===== config.mk =====
export PLATFORM = sky130hd
export DESIGN_NAME = s3_dcnt8
export DESIGN_NICKNAME = d
export VERILOG_FILES = /design/src/rtl/s3_timer_pkg.sv /design/src/rtl/s3_dec8.sv /design/src/rtl/s3_dcnt8.sv
export SDC_FILE = /design/constraint.sdc
export NUM_CORES = 1
export LEC_CHECK = 0
export BUFFER_PORTS_ARGS = -buffer_cell sky130_fd_sc_hd__buf_2
export CORE_MARGIN = 2
export CORE_UTILIZATION = 45
export DETAILED_ROUTE_END_ITERATION = 10
export HOLD_SLACK_MARGIN = 0.12
export PLACE_DENSITY = 0.79
export RECOVER_POWER = 100
export SYNTH_ARGS = -nofsm -noshare
export SYNTH_HDL_FRONTEND = slang
export SYNTH_HIERARCHICAL = 1
export SYNTH_SLANG_ARGS = --single-unit

===== constraint.sdc =====
create_clock -name clk -period 1.79 [get_ports clk]
set_clock_uncertainty 0.2 [all_clocks]
set_input_delay 0.2685 -clock clk [delete_from_list [all_inputs] [get_ports clk]]
set_output_delay 0.2685 -clock clk [all_outputs]
set_load 0.05 [all_outputs]

===== src/rtl/s3_timer_pkg.sv =====
// Shared definitions for the S3 fabric timer blocks: state encoding and default width.
package s3_timer_pkg;

   localparam int W_DEF = 8;

   typedef enum logic {
      ST_IDLE = 1'b0,
      ST_RUN  = 1'b1
   } state_e;

endpackage : s3_timer_pkg


===== src/rtl/s3_dec8.sv =====
// 8-bit combinational decrementer, x = a - 1 modulo 256; companion of s3_inc8.
module s3_dec8 (
   input  logic [7:0] a,
   output logic [7:0] x
);

   assign x = a - 8'd1;

endmodule : s3_dec8


===== src/rtl/s3_dcnt8.sv =====
// Loadable down-counter/timer: counts the reload period in ce ticks and pulses tc at terminal
// count, either once (one-shot) or periodically (auto-reload).
module s3_dcnt8
   import s3_timer_pkg::*;
#(
   parameter int W = W_DEF
) (
   input  logic         clk,
   input  logic         rst,
   input  logic         load,
   input  logic [W-1:0] load_val,
   input  logic         start,
   input  logic         stop,
   input  logic         auto_reload,
   input  logic         ce,
   output logic [W-1:0] count,
   output logic         busy,
   output logic         tc,
   output logic         start_err
);

   localparam logic [W-1:0] ONE = {{(W-1){1'b0}}, 1'b1};

   state_e         state_q, state_d;
   logic [W-1:0]   count_q, count_d;
   logic [W-1:0]   rld_q, rld_d;
   logic           tc_q, tc_d;
   logic           err_q, err_d;

   logic [W-1:0]   eff_rld;
   logic           eff_zero;
   logic           count_is_one;
   logic           count_gt_one;
   logic [W-1:0]   dec_val;

   // A load in the same cycle as start is already the period the start uses.
   assign eff_rld      = load ? load_val : rld_q;
   assign eff_zero     = (eff_rld == '0);
   assign count_is_one = (count_q == ONE);
   assign count_gt_one = (count_q > ONE);

   generate
      if (W == 8) begin : g_dec8
         s3_dec8 u_dec (
            .a (count_q),
            .x (dec_val)
         );
      end else begin : g_dec_generic
         assign dec_val = count_q - ONE;
      end
   endgenerate

   always_ff @(posedge clk) begin
      if (rst) begin
         state_q <= ST_IDLE;
         count_q <= '0;
         rld_q   <= '0;
         tc_q    <= 1'b0;
         err_q   <= 1'b0;
      end else begin
         state_q <= state_d;
         count_q <= count_d;
         rld_q   <= rld_d;
         tc_q    <= tc_d;
         err_q   <= err_d;
      end
   end

   // Priority: stop > start > ce countdown.
   always_comb begin
      state_d = state_q;
      unique case (state_q)
         ST_IDLE: begin
            if (start && !eff_zero) begin
               state_d = ST_RUN;
            end
         end
         ST_RUN: begin
            if (stop) begin
               state_d = ST_IDLE;
            end else if (start) begin
               if (eff_zero) begin
                  state_d = ST_IDLE;
               end
            end else if (ce && count_is_one && !auto_reload) begin
               state_d = ST_IDLE;
            end
         end
         default: state_d = ST_IDLE;
      endcase
   end

   always_comb begin
      count_d = count_q;
      rld_d   = load ? load_val : rld_q;
      tc_d    = 1'b0;
      err_d   = 1'b0;
      unique case (state_q)
         ST_IDLE: begin
            if (load) begin
               count_d = load_val;
            end
            if (start) begin
               if (eff_zero) begin
                  err_d = 1'b1;
               end else begin
                  count_d = eff_rld;
               end
            end
         end
         ST_RUN: begin
            if (stop) begin
               count_d = count_q;
            end else if (start) begin
               if (eff_zero) begin
                  err_d = 1'b1;
               end else begin
                  count_d = eff_rld;
               end
            end else if (ce) begin
               if (count_is_one) begin
                  // Reload uses the captured period; a same-cycle load applies from the next one.
                  tc_d    = 1'b1;
                  count_d = auto_reload ? rld_q : '0;
               end else if (count_gt_one) begin
                  count_d = dec_val;
               end
            end
         end
         default: count_d = count_q;
      endcase
   end

   assign count     = count_q;
   assign busy      = (state_q == ST_RUN);
   assign tc        = tc_q;
   assign start_err = err_q;

endmodule : s3_dcnt8


## Word level (Yosys, flattened, before mapping)

Cells that the tools add are included.

- Output and inout bits: 11
- Logic and storage cells: 45
- Register bits: 19

- Bitwise gates (word level): 2
- $lt $le $gt $ge: 1
- Equal/unequal tests: 5
- Reduce and logical (&&, ||, !) cells: 8
- Muxes and demuxes: 23
- Add/sub/neg operators: 1

Operators with widths:

| kind | count |
|---|---|
| $mux W8 | 11 |
| $pmux W8 S2 | 1 |
| $mux W1 | 9 |
| $eq A8 B1 Y1 const B | 1 |
| $gt A8 B1 Y1 const B | 1 |
| $logic_not A8 Y1 | 1 |
| $sub A8 B1 Y8 const B | 1 |
| $ne A3 B3 Y1 const B | 2 |
| $reduce_or A5 Y1 | 1 |
| $ne A4 B2 Y1 const B | 1 |
| $pmux W1 S2 | 2 |
| $reduce_and A4 Y1 | 1 |
| $logic_and A1 B1 Y1 | 3 |
| $logic_not A1 Y1 | 2 |
| $ne A2 B2 Y1 const B | 1 |
| $not A1 Y1 | 2 |

## Logic depth before layout (Yosys ltp)

Gate-level depths: netlist of the first run.

- Word-level depth: 7
- Depth in mapped cells: 8
- Gate-level depth less buffers: 8

## By module

Netlist of the first run, hierarchy kept.

By module, submodules not included:

| module | cells an instance | area each (um^2) | seq. area each (um^2) | instances |
|---|---|---|---|---|
| s3_dcnt8 | 160 | 1277.5 | 380.4 | 1 |
| s3_dec8 | 18 | 146.4 | 0.0 | 1 |

## Worst setup path before layout of the first run

No wires, ideal clock.

- Path kind: register -> register
- Start point: register count_q[3], in the netlist count[3]
- End point: register count_q[5], in the netlist count[5]
- Path slack: -481 ps
- Clock period less this slack: 2271 ps
- Data required time: 1470 ps
- Buffers on the path: 1
- Arrival: 1951 ps
- Stages on the path, launching flop included: 6
- Cell sequence: dfxtp_1 nor4_1 a311o_1 a32o_4 buf_6 o31a_1

- Longest elaborated chain between the ends: 7

RTL lines:

| what | RTL line | source |
|---|---|---|
| from (decl) | s3_dcnt8.sv:25 | `logic [W-1:0] count_q, count_d;` |
| from (signal assigned) | s3_dcnt8.sv:62 | `count_q <= count_d;` |
| $sub A8 B1 Y8 | s3_dec8.sv:7 | `assign x = a - 8'd1;` |
| $mux W8 | s3_dcnt8.sv:125 | `end else if (count_gt_one) begin` |
| $mux W8 | s3_dcnt8.sv:121 | `if (count_is_one) begin` |
| $mux W8 | s3_dcnt8.sv:120 | `end else if (ce) begin` |
| $mux W8 | s3_dcnt8.sv:114 | `end else if (start) begin` |
| $mux W8 | s3_dcnt8.sv:112 | `if (stop) begin` |
| $pmux W8 S2 | s3_dcnt8.sv:98 | `unique case (state_q)` |

Parallel ways exist; a longest one is shown, timed or not. The select of a mux whose other input is x is not followed.
A chain may end at the register's enable or synchronous reset.

## Worst setup path in the final report of the first run

- Start point: register rld_q[0]
- End point: register count_q[4], in the netlist count[4]

- Longest elaborated chain between the ends: 5

RTL lines:

| what | RTL line | source |
|---|---|---|
| from (decl) | s3_dcnt8.sv:26 | `logic [W-1:0] rld_q, rld_d;` |
| from (signal assigned) | s3_dcnt8.sv:63 | `rld_q <= rld_d;` |
| $mux W8 * | -- |  |
| $logic_not A8 Y1 * | s3_dcnt8.sv:38 | `assign eff_zero = (eff_rld == '0);` |
| $mux W8 | s3_dcnt8.sv:104 | `if (eff_zero) begin` |
| $mux W8 | s3_dcnt8.sv:103 | `if (start) begin` |
| $pmux W8 S2 | s3_dcnt8.sv:98 |  |

Mark *: on every way between the ends. The rest lies on a longest branch, timed or not.

==> results.yml, run 1 <==
hold_path:
  min_path_type: "input pin to flip-flop"
  hold_depth: 4
yosys:
  syn_avg_cell_area_um2: 8.00
  syn_inst: 178
  synth_top_cells_by_area: "dfxtp_1 27%, a21oi_1 8.1%, mux2i_1 7.0%"
  synth_area_um2: 1420
  ys_warn_count: 6
  synth_top_cell_area_share_pct: 26.7
  synthDistinctLibCells: 38
  synth_edf_count: 0
  synth.most_common_cell: "a21oi_1"
  yosysTopAreaCell: "dfxtp_1"
  ys.flop_type: "dfxtp_1"
  async_reset_ff_share_pct: 0
  ys_seq_elements: 19
  synthTopCellsByCount: "23 x a21oi_1, 19 x dfxtp_1, 19 x nor2_1, 11 x inv_1, 11 x nand2_1"
  synthesis.nets: 194
  seq_area_frac_synth_pct: 26.7
placed_design:
  place_hpwl_um: 2890
  io_buffers: 25
  dpl_worst_slack_ps: -232
  finalWeightedCongestion: 0.829
sta:
  holdWs_ps: 125
  setup_slack_ps: -144
  period_needed_ps: 1930
  hold_violations: 0
  fin_crit_sh_pct: 108
  rsz0062_at_grt: "yes"
  max_slew_margin_pct: 60.7
  report.final.slew_viol_count: 0
  worst_pin_slew_ps: 593
  setup_viol: 8
  fmax_mhz: 517
pwr:
  power.leakage_nw: 0.865
  power.total_w: 0.00143
  max-vdd-ir-drop_mv: 0.543
  p_per_area_nw_per_um2: 728
floorplanning:
  die_width_um: 60.3
  core_area_um2: 3030
  io_pins: 26
  die_h_um: 60.3
  start_util_pct: 47.0
  row_count: 20
  die-area_um2: 3630
clock_network:
  clock_path_buffers: 2
  htree_levels: 1
  root_buffer: "clkbuf_4"
  clock-sinks: 19
  clock_latency_ps: 310
  cts_made_buffers: 3
  clk_pin_slew_ps: 120
  tritoncts: "yes"
layout:
  regArea_um2: 414
  multi_input_area_um2: 990
  drive_gt1_share_pct: 33.9
  antennaDiodeCount: 0
  fin_nets: 253
  fillers: 275
  area_delta_synth_final_pct: 37.8
outcome:
  outcome: "finished with violations"
  violations: "setup timing"
global_route:
  grt_max_degree: 19
  grt_pass1_vias: 1463
  grt_pass1_wl_um: 6830
  grt_usage_pct: 25.1
  grt_overflow: 0
  antenna_found_initial: 0
drt:
  wl_per_cell_um: 14.6
  routed_wl_um: 4100
  drc: 0
  drtIter0Drc: 68
  ant_nets: 0
  dr_total_vias: 1576
  firstDrtPassIters: 6
  vias_per_cell: 5.63
critical_path:
  cp_max_fo: 8
  worstSetupStartpointType: "flip-flop"
  ff2ff_path_depth: 5
  critPathRequiredTime_ps: 1810
  arrival_ps: 1950
  cp_cell_sequence: "or4_4 -> o22ai_4 -> a32o_4 -> a21oi_1 -> o31a_1"
  critPathMaxStageDelay_ps: 540
  slowest_stage: "or4_4"
  path_class: "flip-flop to flip-flop"
  end_kind: "flip-flop"
run:
  maxCapViolCount: 0
## critical path, delay by kind of cell (launching register included)
kind             cells  cell delay (ps)
AO/OA/AOI/OAI        4              760
flip-flops           1              340
AND/OR/NAND/NOR      1              540
## final cells by class
class	instances	share of cell area, %
Multi-Input combinational cell	137	50.4
Timing Repair Buffer	64	21.9
Sequential cell	19	21.1
Tap cell	44	2.81
Inverter	12	2.30
Clock buffer	3	1.15
Clock inverter	1	0.255
## cells by family (layout without fill, tap and decap cells)
group                      count (synthesis)  after routing  synth area share, %
and+or+nand+nor                           58             58                 22.8
AOI/OAI and AO/OA                         55             56                 26.7
buffers and inverters                     23             80                 7.47
DFF                                       19             19                 26.7
muxes                                     16             16                 11.8
xor gates and xnor gates                   6              6                 3.69
adders and majority gates                  1              1                0.879
## flip-flops by register name, indices dropped and copies added, names as in the netlist
| signal | count |
|---|---|
| count | 8 |
| busy | 1 |
| rld_q | 8 |
| tc | 1 |
| start_err | 1 |
## cells in the final DEF, fill, tap and decap left out, types with 3 or more instances in the layout
cell           instances
buf_4                 23
a21oi_1               22
nor2_1                19
nand2_1               11
inv_1                 11
buf_2                 11
mux2i_1               10
clkbuf_1              10
nand3_1                9
o21ai_0                9
dlygate4sd3_1          9
o31a_1                 8
dfxtp_1                8
dfxtp_4                8
clkbuf_2               8
mux2_2                 6
o2bb2ai_1              6
clkbuf_4               5
xor2_1                 4
dfxtp_2                3
## metal layers
metal / global-route usage, % / vias up / share of wire, %
met2: 40.1 / 67 / 47
met1: 32.8 / 734 / 44
li1: - / 767 / -
met3: 5.41 / 8 / 6.8
met5: 0 / - / 0
met4: 9.52 / 0 / 1.5
## where the power goes
group	total, W	switching, W	leakage (nW)	internal [W]
Combinational	0.000677	0.000391	0.684	0.000286
Clock	0.000239	0.000155	0.0177	0.0000836
Sequential	0.000512	0.0000444	0.163	0.000468
Total	0.00143	0.000591	0.865	0.000837
## path summary, 6_finish.rpt
check         startpoint        to  slack (ps)
max             rld_q[0]  count[4]        -140
min          load_val[7]  rld_q[7]         120
max reg2reg     rld_q[0]  count[4]        -140
min reg2reg     rld_q[5]  rld_q[5]         410
## metrics by stage
step                std cells  instance area [um^2]  setup TNS (ps)  util, %
floorplan                 178                  1460            -864        -
global placement          265                  1810           -1640     59.8
detailed placement        265                  1810           -1810     59.8
CTS                       280                  1970           -1080     65.2
global route              280                  1960           -1430     64.8
finish                    280                  1960           -1060     64.8
## repair_timing
action                                  in CTS  in global routing
buffers inserted                             1                  0
pin swaps                                    3                  3
hold buffers                                 9                  0
hold endpoints to repair                     9                  0
gates resized for setup                      5                  3
endpoints found under the setup margin       9                 10
cloned                                       1                  0
Power figures use the tool's default switching activity.
==> run 2, diff against run 1 <==
--- a/config.mk
+++ b/config.mk
@@ -7,10 +7,10 @@
 export LEC_CHECK = 0
 export BUFFER_PORTS_ARGS = -buffer_cell sky130_fd_sc_hd__buf_2
 export CORE_MARGIN = 2
-export CORE_UTILIZATION = 45
+export CORE_UTILIZATION = 50
 export DETAILED_ROUTE_END_ITERATION = 10
 export HOLD_SLACK_MARGIN = 0.12
-export PLACE_DENSITY = 0.79
+export PLACE_DENSITY = 0.86
 export RECOVER_POWER = 100
 export SYNTH_ARGS = -nofsm -noshare
 export SYNTH_HDL_FRONTEND = slang
==> run 2 against run 1 <==
  * The flow still finishes with violations (setup timing)
  * Critical path depth is the same
  * Sequential power is essentially flat
  * Wire length grew 5.7%
  * Sequential share of layout area grew 0.33 points
  * Via count grew 3.0%
  * Clock power is essentially flat
  * Fmax shrank 0.80%
  * Worst setup slack lost 16 ps
  * Sequential cell count is the same
  * Register-to-register slack lost 20 ps
  * Count of clock-buffer cells in the layout is the same
  * Global-route usage grew 2.5 points
  * Largest cell class unchanged
  * Highest routed layer unchanged
==> results.yml, run 2 (same netlist as run 1, synthesis figures left out) <==
outcome:
  outcome: "finished with violations"
  violations: "setup timing"
layout:
  fillers: 229
  drive_gt1_share_pct: 33.1
  regArea_um2: 414
  multi_input_area_um2: 978
  layout_common_cells: "22 x a21oi_1, 22 x buf_4, 19 x nor2_1, 12 x buf_2"
  final_cells: 267
  fin_nets: 253
  antennaDiodeCount: 0
  area_delta_synth_final_pct: 35.7
sta:
  period_needed_ps: 1950
  hold_violations: 0
  setup_slack_ps: -160
  rsz0062_at_grt: "yes"
  max_slew_margin_pct: 61.0
  setup_viol: 10
  report.final.slew_viol_count: 0
  fin_crit_sh_pct: 109
  fmax_mhz: 513
  worst_pin_slew_ps: 588
global_route:
  grt_pass1_wl_um: 7020
  use_met2_pct: 43.7
  grt_usage_pct: 27.6
  antenna_found_initial: 0
  grt_use_met3_pct: 4.76
  grt_overflow: 0
  use_met1_pct: 38.6
  grt_pass1_vias: 1457
  busiest_layer: "met2"
  grt_max_degree: 19
floorplanning:
  row_count: 19
  start_util_pct: 52.1
  die_width_um: 57.4
  die-area_um2: 3290
  core_area_um2: 2730
  io_pins: 26
  die_h_um: 57.4
hold_path:
  min_path_type: "input pin to flip-flop"
clock_network:
  clock_path_buffers: 2
  cts_made_buffers: 3
  clock-sinks: 19
  clock_latency_ps: 320
  tritoncts: "yes"
  clk_pin_slew_ps: 120
  htree_levels: 1
  root_buffer: "clkbuf_4"
critical_path:
  path_class: "flip-flop to flip-flop"
  arrival_ps: 1960
  cp_max_fo: 8
  end_kind: "flip-flop"
  cp_cell_sequence: "or4_4 -> o22ai_4 -> a32o_4 -> a21oi_1 -> o31a_1"
  worstSetupStartpointType: "flip-flop"
  critPathMaxStageDelay_ps: 540
  slowest_stage: "or4_4"
  critPathRequiredTime_ps: 1800
drt:
  wl_per_cell_um: 16.2
  dr_total_vias: 1623
  vias_per_cell: 6.08
  routed_wl_um: 4330
  ant_nets: 0
  drc: 0
  firstDrtPassIters: 5
  drtIter0Drc: 101
pwr:
  power.leakage_nw: 0.863
  power.total_w: 0.00143
  p_per_area_nw_per_um2: 739
  max-vdd-ir-drop_mv: 0.781
run:
  maxCapViolCount: 0
placed_design:
  place_hpwl_um: 2930
  io_buffers: 25
  finalWeightedCongestion: 0.875
  place_inst: 252
[run 2: cell count changes in the layout (fill, tap and decap cells not counted)]
cell,delta
buf_2,+1
buf_4,-1
nor3_1,+1
nor3_2,-1
nor4_1,+1
nor4_2,-1
[run 2: path summary, 6_finish.rpt]
path | startpoint | slack, ps | endpoint | cells past startpoint
max reg2reg | rld_q[3] | -160 | count[2] | 5
min | rst | 130 | rld_q[4] | 2
max | rld_q[3] | -160 | count[2] | 5
min reg2reg | rld_q[5] | 420 | rld_q[5] | 2
[run 2: worst max-delay path, delay by kind of cell, from the launching register on]
family,cells,cell delay [ps]
AO/OA/AOI/OAI,4,760
flip-flops,1,340
AND/OR/NAND/NOR,1,540
[run 2: repair_timing]
action	4_1_cts	5_1_grt
endpoints found under the setup margin	8	10
hold endpoints to repair	9	0
resized for setup	5	1
pin swaps	2	3
cloned	1	0
setup buffers	0	1
hold buffers	9	0
[run 2: where the power goes]
part           internal (W)  switching [W]  leakage, nW  total [W]
Sequential         0.000468      0.0000431        0.163   0.000511
Clock             0.0000839       0.000155       0.0177   0.000239
Combinational      0.000282       0.000396        0.683   0.000678
[run 2: layout make-up]
type | instances | share of cell area (%)
clock buffers | 3 | 1.17
clock inverters | 1 | 0.259
inverters | 12 | 2.33
multi-input cells | 137 | 50.6
flip-flops and latches | 19 | 21.4
well taps | 31 | 2.01
repair buffers | 64 | 22.2
[run 2: routing by layer]
| layer | vias up | wire (um) |
|---|---|---|
| met3 | 13 | 305 |
| met4 | 0 | 89 |
| met2 | 82 | 2080 |
| li1 | 770 | - |
| met5 | - | 0 |
| met1 | 758 | 1860 |
[run 2: through the flow]
step                      utilization [%]  instance area [um^2]  setup WS, ps  TNS (ps)  hold slack, ps
after floorplan                         -                  1460          -109      -864             147
after global placement               65.6                  1790          -196     -1560             276
after detailed placement             65.6                  1790          -230     -1800             278
after CTS                            71.3                  1950          -163     -1260             133
after global routing                 70.7                  1930          -213     -1730             150
final                                70.7                  1930          -160     -1340             131
==> run 3, diff against run 2 <==
--- a/config.mk
+++ b/config.mk
@@ -6,10 +6,10 @@
 export NUM_CORES = 1
 export LEC_CHECK = 0
 export BUFFER_PORTS_ARGS = -buffer_cell sky130_fd_sc_hd__buf_2
-export CORE_MARGIN = 2
 export CORE_UTILIZATION = 50
 export DETAILED_ROUTE_END_ITERATION = 10
 export HOLD_SLACK_MARGIN = 0.12
+export MAX_ROUTING_LAYER = met4
 export PLACE_DENSITY = 0.86
 export RECOVER_POWER = 100
 export SYNTH_ARGS = -nofsm -noshare
==> run 3 against run 2 <==
  * The flow still finishes with violations (setup timing)
  * First-iteration DRC count is 25% lower
  * Final area up 1.4%
  * Clock power hardly changed
  * Via count grew 3.1%
  * Critical endpoint is now count[5]
  * Largest power group unchanged
  * Highest routed layer unchanged
==> results.yml, run 3 (same netlist as run 1, synthesis figures left out) <==
placed_design:
  place_inst: 254
  finalWeightedCongestion: 0.846
  dpl_worst_slack_ps: -233
  place_hpwl_um: 2930
  io_buffers: 25
clock_network:
  cts_made_buffers: 3
  clk_pin_slew_ps: 110
  clock_path_buffers: 2
  clock-sinks: 19
  clock_latency_ps: 320
  htree_levels: 1
  root_buffer: "clkbuf_4"
  tritoncts: "yes"
pwr:
  max-vdd-ir-drop_mv: 0.712
  power.leakage_nw: 0.882
  power.total_w: 0.00144
  p_per_area_nw_per_um2: 734
sta:
  fin_crit_sh_pct: 109
  fmax_mhz: 514
  max_slew_margin_pct: 60.7
  setup_viol: 8
  setup_slack_ps: -156
  rsz0062_at_grt: "yes"
  period_needed_ps: 1950
  hold_violations: 0
  report.final.slew_viol_count: 0
  worst_pin_slew_ps: 592
outcome:
  violations: "setup timing"
  outcome: "finished with violations"
critical_path:
  rr_startpoint: "rld_q[3]"
  critPathMaxStageDelay_ps: 540
  worstSetupStartpointType: "flip-flop"
  cp_cell_sequence: "or4_4 -> o22ai_4 -> a32o_4 -> a21oi_1 -> o31a_1"
  end_kind: "flip-flop"
  cp_max_fo: 8
  crit_path_start: "rld_q[3]"
  path_class: "flip-flop to flip-flop"
  critPathRequiredTime_ps: 1810
  slowest_stage: "or4_4"
  arrival_ps: 1960
global_route:
  use_met2_pct: 48.4
  grt_pass1_wl_um: 7250
  busiest_layer: "met2"
  grt_pass1_vias: 1588
  use_met1_pct: 36.8
  grt_max_degree: 19
  grt_overflow: 0
  grt_use_met3_pct: 6.56
  antenna_found_initial: 0
  grt_usage_pct: 30.3
layout:
  antennaDiodeCount: 0
  fin_nets: 256
  area_delta_synth_final_pct: 37.5
  final_common_cell: "buf_4"
  final_cells: 269
  drive_gt1_share_pct: 33.5
  layout_common_cells: "23 x buf_4, 22 x a21oi_1, 19 x nor2_1, 12 x buf_2"
floorplanning:
  io_pins: 26
  row_count: 18
  core_area_um2: 2590
  die_width_um: 55.4
  die-area_um2: 3070
  die_h_um: 55.4
  start_util_pct: 55.0
drt:
  vias_per_cell: 6.22
  wl_per_cell_um: 16.2
  drtIter0Drc: 76
  dr_total_vias: 1674
  firstDrtPassIters: 4
  routed_wl_um: 4370
  ant_nets: 0
  drc: 0
run:
  maxCapViolCount: 0
hold_path:
  min_path_type: "input pin to flip-flop"
  hp-start: "rst"
==> run 3: cell types whose count changed in the layout (fill, tap and decap cells not counted) <==
cell           previous run  this run
clkbuf_2                  8         9
buf_4                    22        23
dlygate4sd3_1             9        10
dfxtp_1                   8         9
dfxtp_2                   3         2
clkinv_2                  1         0
clkbuf_1                 10         9
clkbuf_4                  5         7
==> run 3: routing by layer <==
metal | part of all wire [%] | up-vias
met2 | 49 | 89
met5 | 0 | -
met3 | 8.9 | 15
met1 | 40 | 790
li1 | - | 780
met4 | 2.1 | 0
==> run 3: final cells by class <==
type	instances	area, um^2
Clock buffer	4	26.3
Sequential cell	19	413
Multi-Input combinational cell	137	978
Inverter	12	45.0
Timing Repair Buffer	67	458
Tap cell	30	37.5
Fill cell	197	632
==> run 3: through the flow <==
stage | TNS (ps) | instance area, um^2 | hold slack [ps] | util [%]
detailed placement | -1770 | 1820 | 279 | 70.1
global placement | -1550 | 1820 | 275 | 70.1
CTS | -1220 | 1970 | 127 | 76.2
global route | -1460 | 1960 | 138 | 75.6
finish | -1140 | 1960 | 130 | 75.6
floorplan | -864 | 1460 | 147 | -
==> run 3: what timing repair did <==
action	in CTS	in global routing
hold buffers	10	0
pin swaps	2	3
setup endpoints to repair	8	10
hold endpoints to repair	10	0
setup buffers	0	0
resized for setup	4	1
cloned	1	0
==> run 3: worst max-delay path, delay by kind of cell (launching register included) <==
kind / cells / cell delay [ps]
AO/OA/AOI/OAI: 4 / 760
flip-flops: 1 / 350
AND/OR/NAND/NOR: 1 / 540
==> run 3: final timing paths <==
| kind | end | slack, ps | depth (start not counted) |
|---|---|---|---|
| setup reg to reg | count[5] | -160 | 5 |
| hold / removal | rld_q[6] | 130 | 2 |
| hold reg to reg | rld_q[5] | 420 | 2 |
| setup / recovery | count[5] | -160 | 5 |
==> run 3: power breakdown <==
| group | switching, W | leakage (nW) | internal (W) |
|---|---|---|---|
| registers | 0.0000359 | 0.163 | 0.000467 |
| clock network | 0.000149 | 0.0150 | 0.0000874 |
| logic | 0.000405 | 0.704 | 0.000292 |
